--- config.mk ---
export PLATFORM = sky130hd
export DESIGN_NAME = multiword_add_sequencer
export DESIGN_NICKNAME = d
export VERILOG_FILES = /design/src/rtl/multiword_add_sequencer.sv
export SDC_FILE = /design/constraint.sdc
export NUM_CORES = 1
export LEC_CHECK = 0
export BUFFER_PORTS_ARGS = -buffer_cell sky130_fd_sc_hd__buf_2
export CAP_MARGIN = 25
export CORE_MARGIN = 2
export CORE_UTILIZATION = 50
export DETAILED_ROUTE_END_ITERATION = 16
export PLACE_DENSITY = 0.84
export RECOVER_POWER = 100
export SYNTH_ARGS = -nofsm -noshare
export SYNTH_HDL_FRONTEND = slang
export SYNTH_SLANG_ARGS = --single-unit
--- constraint.sdc ---
create_clock -name iClk -period 6.5 [get_ports iClk]
set_clock_uncertainty 0.1 [all_clocks]
set_input_delay 0.975 -clock iClk [delete_from_list [all_inputs] [get_ports iClk]]
set_output_delay 0.975 -clock iClk [all_outputs]
set_load 0.01 [all_outputs]
--- src/rtl/multiword_add_sequencer.sv ---
// multiword_add_sequencer
// Wide add/subtract built from one shared 8-bit carry-select slice that is
// stepped across the operand LSB slice first. The carry between slices is
// kept in a register. The full-width result is returned through a
// valid/ready handshake.
//
//   state | meaning
//   ------+---------------------------------------------------------------
//   IDLE  | waiting for a request; oReady high
//   RUN   | one slice per cycle, slice index 0 .. NUM_SLICES-1
//   DONE  | result held on oSum/oCarry/oOverflow until iReady
module multiword_add_sequencer #(
  parameter int SLICE_WIDTH = 8,
  parameter int NUM_SLICES  = 4
) (
  input  logic                                iClk,
  input  logic                                iRst,
  input  logic                                iValid,
  output logic                                oReady,
  input  logic [SLICE_WIDTH*NUM_SLICES-1:0]   iA,
  input  logic [SLICE_WIDTH*NUM_SLICES-1:0]   iB,
  input  logic                                iSub,
  input  logic                                iCarry,
  output logic                                oValid,
  input  logic                                iReady,
  output logic [SLICE_WIDTH*NUM_SLICES-1:0]   oSum,
  output logic                                oCarry,
  output logic                                oOverflow,
  output logic                                oBusy
);

  localparam int OPERAND_WIDTH = SLICE_WIDTH * NUM_SLICES;
  localparam int IDX_W         = (NUM_SLICES > 1) ? $clog2(NUM_SLICES) : 1;
  localparam int SLICE_LOG2    = $clog2(SLICE_WIDTH);
  localparam logic [IDX_W-1:0] LAST_IDX = IDX_W'(NUM_SLICES - 1);

  // The slice datapath is hard-wired for 8-bit slices.
  generate
    if (SLICE_WIDTH != 8) begin : gBadSliceWidth
      $error("multiword_add_sequencer: SLICE_WIDTH must be 8");
    end
    if (NUM_SLICES < 1) begin : gBadNumSlices
      $error("multiword_add_sequencer: NUM_SLICES must be at least 1");
    end
  endgenerate

  typedef enum logic [1:0] {
    IDLE = 2'd0,
    RUN  = 2'd1,
    DONE = 2'd2
  } stateT;

  stateT                     state;
  logic [IDX_W-1:0]          idx;
  logic                      carryReg;
  logic [OPERAND_WIDTH-1:0]  aReg;
  logic [OPERAND_WIDTH-1:0]  bxReg;
  logic [OPERAND_WIDTH-1:0]  sumReg;

  logic [IDX_W+SLICE_LOG2-1:0] sliceBase;
  logic [SLICE_WIDTH-1:0]      aSlice;
  logic [SLICE_WIDTH-1:0]      bSlice;
  logic [SLICE_WIDTH:0]        sumNoCarry;
  logic [SLICE_WIDTH:0]        sumWithCarry;
  logic [SLICE_WIDTH:0]        sliceResult;

  assign sliceBase = {idx, {SLICE_LOG2{1'b0}}};
  assign aSlice    = aReg[sliceBase +: SLICE_WIDTH];
  assign bSlice    = bxReg[sliceBase +: SLICE_WIDTH];

  // Carry-select slice: both carry-in cases are formed in parallel and the
  // registered carry picks one, keeping the carry register off the adder chain.
  always_comb begin
    sumNoCarry   = {1'b0, aSlice} + {1'b0, bSlice};
    sumWithCarry = sumNoCarry + {{SLICE_WIDTH{1'b0}}, 1'b1};
    sliceResult  = carryReg ? sumWithCarry : sumNoCarry;
  end

  // Sequencer: capture operands, step the slice index, register the result.
  always_ff @(posedge iClk) begin
    if (iRst) begin
      state     <= IDLE;
      idx       <= '0;
      carryReg  <= 1'b0;
      aReg      <= '0;
      bxReg     <= '0;
      sumReg    <= '0;
      oCarry    <= 1'b0;
      oOverflow <= 1'b0;
    end else begin
      case (state)
        IDLE: begin
          if (iValid) begin
            // Subtraction is A + ~B + 1; a borrow-in removes the +1.
            aReg     <= iA;
            bxReg    <= iB ^ {OPERAND_WIDTH{iSub}};
            carryReg <= iCarry ^ iSub;
            idx      <= '0;
            state    <= RUN;
          end
        end
        RUN: begin
          sumReg[sliceBase +: SLICE_WIDTH] <= sliceResult[SLICE_WIDTH-1:0];
          carryReg <= sliceResult[SLICE_WIDTH];
          if (idx == LAST_IDX) begin
            oCarry    <= sliceResult[SLICE_WIDTH];
            oOverflow <= (aReg[OPERAND_WIDTH-1] == bxReg[OPERAND_WIDTH-1]) &&
                         (sliceResult[SLICE_WIDTH-1] != aReg[OPERAND_WIDTH-1]);
            state     <= DONE;
          end else begin
            idx <= idx + 1'b1;
          end
        end
        DONE: begin
          if (iReady) begin
            state <= IDLE;
          end
        end
        default: state <= IDLE;
      endcase
    end
  end

  assign oSum   = sumReg;
  assign oReady = (state == IDLE);
  assign oValid = (state == DONE);
  assign oBusy  = (state != IDLE);

endmodule

### Word level (Yosys, flattened, before mapping)

Index checks and enable logic that the tools add are counted.
W data, S select, Z words.

* bits in registers: 103
* bits in latches: 0
* memory bits (writable): 0
* ROM bits: 0
* bits of input ports: 70
* output and inout bits: 37
* logic and storage cells: 47
* memories: 0

* $add $sub $neg: 4
* $mul: 0
* div/mod/pow operators: 0
* $lt $le $gt $ge: 0
* equal/unequal tests: 9
* shifts and indexed selects: 4
* muxes and demuxes: 11
* bitwise operators: 2
* reduce and logical (&&, ||, !) cells: 9

Operators by type and width (number)
* $shiftx A32 B6 Y8: 2
* $bwmux W32: 1
* $shift A8 B7 Y32 const A: 1
* $shiftx A8 B7 Y32: 1
* $xor A32 B32 Y32: 1
* $mux W2: 5
* $add A8 B8 Y9: 1
* $add A9 B1 Y9 const B: 1
* $mux W9: 1
* $neg A5 Y7: 1
* $ne A2 B2 Y1 const B: 3
* $pmux W2 S3: 1
* $reduce_and A2 Y1: 3
* $reduce_and A3 Y1: 2
* $eq A2 B2 Y1 const B: 2
* $pmux W2 S2: 1
* $reduce_bool A2 Y1: 2
* $add A2 B1 Y2 const B: 1
* $eq A2 B1 Y1 const B: 1
* $logic_not A2 Y1: 1
* $ne A2 B1 Y1 const B: 1
* $pmux W1 S2: 1
* $eq A1 B1 Y1: 1
* $logic_and A1 B1 Y1: 1
* 3 further kinds: 3

### Longest topological paths before layout

* word-level depth: 6
* depth in mapped cells: 12

### Worst setup path before layout

OpenSTA, ideal clock, no wires.

* kind: reg2reg
* start: reg idx[0]
* end: reg oOverflow
* data arrival time: 3.653 ns
* required time: 6.312 ns
* setup slack: 2.658 ns
* cell stages (with the launch flop): 12
* cells stage by stage: dfxtp_1 buf_1 mux4_2 ha_1 fa_1 a21o_1 a221oi_2 xnor2_1 and2_0 and3b_4 or3_1 a311oi_2

* word-level cells in the longest chain between the ends: 6
* elaborated cells on any way between the ends: 9

RTL lines
* start, declared: RTL line 54 `logic [IDX_W-1:0] idx;`
* start signal, assigned: RTL line 111 `idx <= idx + 1'b1;`
* $shiftx A32 B6 Y8, on equally long branches: RTL line 68, 69
* $add A8 B8 Y9: RTL line 74 `sumNoCarry = {1'b0, aSlice} + {1'b0, bSlice};`
* $add A9 B1 Y9: RTL line 75 `sumWithCarry = sumNoCarry + {{SLICE_WIDTH{1'b0}}, 1'b1};`
* $mux W9: RTL line 76 `sliceResult = carryReg ? sumWithCarry : sumNoCarry;`
* $ne A1 B1 Y1: RTL line 108 `(sliceResult[SLICE_WIDTH-1] != aReg[OPERAND_WIDTH-1]);`
* $logic_and A1 B1 Y1: RTL line 107 `oOverflow <= (aReg[OPERAND_WIDTH-1] == bxReg[OPERAND_WIDTH-1]) &&`
* end signal, assigned: RTL line 107
* end, declared: RTL line 28 `output logic oOverflow,`

Parallel ways exist; a longest one is shown, timed or not.
A chain may end at the register's enable or synchronous reset.

==> run_results.csv <==
group,metric,value,unit
power_and_ir_drop,power.density,246,nW/um2
cells_and_area,register_area,2060,um2
worst_setup_path,criticalPathCategory,"input port to flop",
worst_setup_path,timing.critical_path.to_type,"flop",
cells_and_area,area_of_the_multi_input_gates,2600,um2
job,timing.max_cap.violations,1,
grt,grt_overflow_total,0,
cts,cts.path.max_buffers,2,
power_and_ir_drop,vdd_drop_max,142,uV
die,die_x,102,um
cells_and_area,layout-drive-gt1-share,18.7,%
drt,dr.first_iter.drc_count,191,
timing,max_slew_violation_count,106,
drt,vias_per_std_cell,5.50,
yosys,ys_dominant_reg_cell,"sky130_fd_sc_hd__dfxtp_1",
die,initial_core_util,52.0,%
cts,cts-root-buf,"sky130_fd_sc_hd__clkbuf_8",
place,post-place-cells,733,
die,overall_die_height,102,um
cts,cts_tree,"done",
grt,grt_max_degree,106,
timing,final-hold-violation-count,0,
timing,finalCriticalPeriod,4.69,ns
drt,detailroute.via_count,4127,
place,routabilityCongestion,0.812,
cts,path_clk_slew,0.10,ns
cells_and_area,utilization,60.6,%
worst_setup_path,critPathRequiredTime,6.50,ns
cts,htreeDepth,3,
cts,tritoncts_num_sinks,103,
timing,rsz_0062_raised_after_global_routing,"no",
yosys,synth-seq-cells,103,
cts,tritoncts.num_buffers,9,
timing,period_share,72.2,%
cells_and_area,num_antenna_cells,0,
cells_and_area,flow.area_growth_from_synthesis,16.5,%
place,place.detailed.hpwl,8.33,mm
cells_and_area,fillers,844,
drt,detail_route.first_pass.iterations,5,
grt,globalRouteTotalUtil,23.0,%
yosys,synth_edf_count,0,
worst_setup_path,reg2regPathDepth,11,
grt,grt_pass1_vias,4069,
worst_setup_path,arrival,4.69,ns
worst_setup_path,critical_path_max_stage_delay,3.08,ns
power_and_ir_drop,leakage,2.16,nW
yosys,syn_avg_cell_area,9.11,um2
drt,postRouteAntennaNets,0,
worst_setup_path,crit_path_cell_trace,"buf_2, clkbuf_1, nor2_1, o211ai_1, o31ai_1",
timing,fmaxAchievable,0.213,GHz
cells_and_area,finalNetCount,702,
worst_setup_path,critPathMaxFanout,105,
yosys,synth_cell_type_count,46,
grt,grt_pass1_wl,18.7,mm
die,io_pins,107,
place,io_buffer_count,106,
yosys,synth-warning-count,0,
yosys,mappedNetlistNets,616,
cts,cts-resized-gates,0,
worst_setup_path,ff2ff_setup_slack,2.49,ns
worst_hold_path,hold-path-cell-count,2,
drt,drc_errors,0,
drt,route.final.wire_length,11.4,mm
cells_and_area,post_layout_nonfiller_instances,750,
die,area_enclosed_by_the_die_boundary,10500,um2
worst_hold_path,hold_path_end,"aReg[23]$_SDFFE_PP0P_",
worst_setup_path,timing.critical_path.max_delay_family,"buffers and inverters",
yosys,synth_async_sr_flop_share,0,%
timing,worst-slew-pin-transition,4.40,ns
worst_setup_path,crit_slowest_cell,"sky130_fd_sc_hd__clkbuf_1",
worst_setup_path,timing.rr.start,"idx[0]$_SDFFE_PP0P_",
yosys,yosysSeqAreaShare,42.7,%
yosys,netlist_area_before_placement,4830,um2
worst_setup_path,critical_path.startpoint_type,"input port",
timing,timing.slew.headroom,-193,%
power_and_ir_drop,p_total,1.39,mW
cts,clock_latency,0.37,ns
status,failed_checks,"max-capacitance violations, max-slew violations",
worst_hold_path,type_of_the_most_critical_hold_path,"flop to flop",
yosys,syn_inst,530,
die,floorplan.core_area,9280,um2
die,count_of_standard_cell_rows,35,
drt,avgRoutedWirePerCell,15.2,um
worst_hold_path,hp-start,"aReg[23]$_SDFFE_PP0P_",
worst_setup_path,buffers_and_inverters_on_the_worst_path,2,
grt,grt_antenna_before_repair,0,
cts,post_cts_setup_buffer_count,0,
worst_setup_path,worst_r2r_endpoint,"oOverflow$_SDFFE_PP0P_",
timing,setup_viol,0,
timing,finalSetupTns,0,ns
status,run_status,"finished, violations left",
cts,cts-hold-fix-buffers,0,
[worst register-to-register path, stage by stage (launching register included)]
cell,delay [ns]
sky130_fd_sc_hd__dfxtp_1,0.48
sky130_fd_sc_hd__buf_4,0.38
sky130_fd_sc_hd__mux4_2,0.55
sky130_fd_sc_hd__ha_1,0.25
sky130_fd_sc_hd__fa_1,0.43
sky130_fd_sc_hd__a21o_1,0.19
sky130_fd_sc_hd__a221oi_2,0.29
sky130_fd_sc_hd__xnor2_1,0.22
sky130_fd_sc_hd__and2_0,0.20
sky130_fd_sc_hd__a21boi_1,0.15
sky130_fd_sc_hd__or3_1,0.39
sky130_fd_sc_hd__a311oi_2,0.24
[per-layer routing]
layer  vias up  share of wire, %  GRT usage (%)
li1       2039                 -              -
met1      1930                42           26.9
met2       127                50           40.4
met3        31               5.1           5.47
met4         0               2.8           9.54
met5         -                 0              0
[area by class of cell]
type                    count  area share (%)
flip-flops and latches    103            36.7
multi-input cells         383            46.2
well taps                 129            2.87
repair buffers            111            9.61
clock inverters             6            1.65
clock buffers              10            2.45
inverters                   8           0.534
[placed cells by master, fill, tap and decap left out, types with 4 or more instances in the layout]
master                     netlist  final
sky130_fd_sc_hd__ha_1           15     15
sky130_fd_sc_hd__a21oi_1        43     43
sky130_fd_sc_hd__a22oi_1        29     29
sky130_fd_sc_hd__nor2_1         74     74
sky130_fd_sc_hd__xor2_1          4      4
sky130_fd_sc_hd__xnor2_1        37     37
sky130_fd_sc_hd__a211oi_1       33     33
sky130_fd_sc_hd__buf_2           1     69
sky130_fd_sc_hd__inv_1           8      8
sky130_fd_sc_hd__dfxtp_1       103    103
sky130_fd_sc_hd__clkbuf_8        0     10
sky130_fd_sc_hd__mux4_2         16     16
sky130_fd_sc_hd__nand2_1        79     79
sky130_fd_sc_hd__a21o_1          4      4
sky130_fd_sc_hd__clkbuf_1       30     38
[cells by family after synthesis]
| logic type | count (synthesis) | share of synthesized area (%) |
|---|---|---|
| AO/OA/AOI/OAI | 126 | 17.5 |
| adder cells (fa/ha/maj) | 16 | 4.30 |
| multiplexers | 18 | 7.91 |
| buffers and inverters | 44 | 3.45 |
| XOR/XNOR | 41 | 7.44 |
| AND/OR/NAND/NOR | 182 | 16.7 |
| flip-flops | 103 | 42.7 |
[stage by stage]
step | setup slack [ns] | area, um2 | hold slack [ns]
after floorplan | 2.66 | 4830 | 0.333
after global placement | 2.48 | 5410 | 0.342
after detailed placement | 2.37 | 5420 | 0.346
after CTS | 2.32 | 5650 | 0.358
after global routing | 1.49 | 5620 | 0.376
final | 1.81 | 5620 | 0.357
[Yosys cell counts (2+ instances only)]
cell | instances | area share (%)
sky130_fd_sc_hd__and4_1 | 2 | 0.36
sky130_fd_sc_hd__a21o_1 | 4 | 0.62
sky130_fd_sc_hd__nand3_1 | 2 | 0.21
sky130_fd_sc_hd__inv_1 | 8 | 0.62
sky130_fd_sc_hd__o21ai_0 | 2 | 0.21
sky130_fd_sc_hd__a211oi_1 | 33 | 5.1
sky130_fd_sc_hd__ha_1 | 15 | 3.9
sky130_fd_sc_hd__nand2b_1 | 3 | 0.39
sky130_fd_sc_hd__xnor2_1 | 37 | 6.7
sky130_fd_sc_hd__xor2_1 | 4 | 0.73
sky130_fd_sc_hd__nor2_1 | 74 | 5.8
sky130_fd_sc_hd__nor3_1 | 3 | 0.31
sky130_fd_sc_hd__a21boi_0 | 2 | 0.31
sky130_fd_sc_hd__nor4b_2 | 3 | 0.93
sky130_fd_sc_hd__mux4_2 | 16 | 7.5
sky130_fd_sc_hd__o21ai_1 | 3 | 0.31
sky130_fd_sc_hd__buf_1 | 5 | 0.39
sky130_fd_sc_hd__dfxtp_1 | 103 | 43
sky130_fd_sc_hd__and3_1 | 3 | 0.39
sky130_fd_sc_hd__a21oi_1 | 43 | 4.5
sky130_fd_sc_hd__o31ai_1 | 3 | 0.47
sky130_fd_sc_hd__nand4_1 | 2 | 0.26
sky130_fd_sc_hd__clkbuf_1 | 30 | 2.3
sky130_fd_sc_hd__a22oi_1 | 29 | 4.5
sky130_fd_sc_hd__nand2_1 | 79 | 6.1
sky130_fd_sc_hd__nor2b_1 | 2 | 0.26
[worst max-delay path by stage]
stage,from,end,cells after the start
6_report,iRst,carryReg$_SDFFE_PP0P_,5
4_1_cts,idx[1]$_SDFFE_PP0P_,oOverflow$_SDFFE_PP0P_,10
3_5_place_dp,idx[1]$_SDFFE_PP0P_,oOverflow$_SDFFE_PP0P_,10
2_1_floorplan,idx[0]$_SDFFE_PP0P_,oOverflow$_SDFFE_PP0P_,11
3_3_place_gp,idx[1]$_SDFFE_PP0P_,oOverflow$_SDFFE_PP0P_,10
5_1_grt,iRst,carryReg$_SDFFE_PP0P_,5
[report_power, final]
| part | total (mW) | switching [mW] | internal [mW] |
|---|---|---|---|
| Sequential | 0.685 | 0.0202 | 0.665 |
| Combinational | 0.251 | 0.146 | 0.105 |
| Clock | 0.450 | 0.220 | 0.229 |
[registers in the layout (all words and copies together) (netlist names)]
register and count:
aReg 32, bxReg 32, carryReg 1, idx 2, oCarry 1, oOverflow 1
oSum 32, state 2
(Power assumes the default switching activity.)
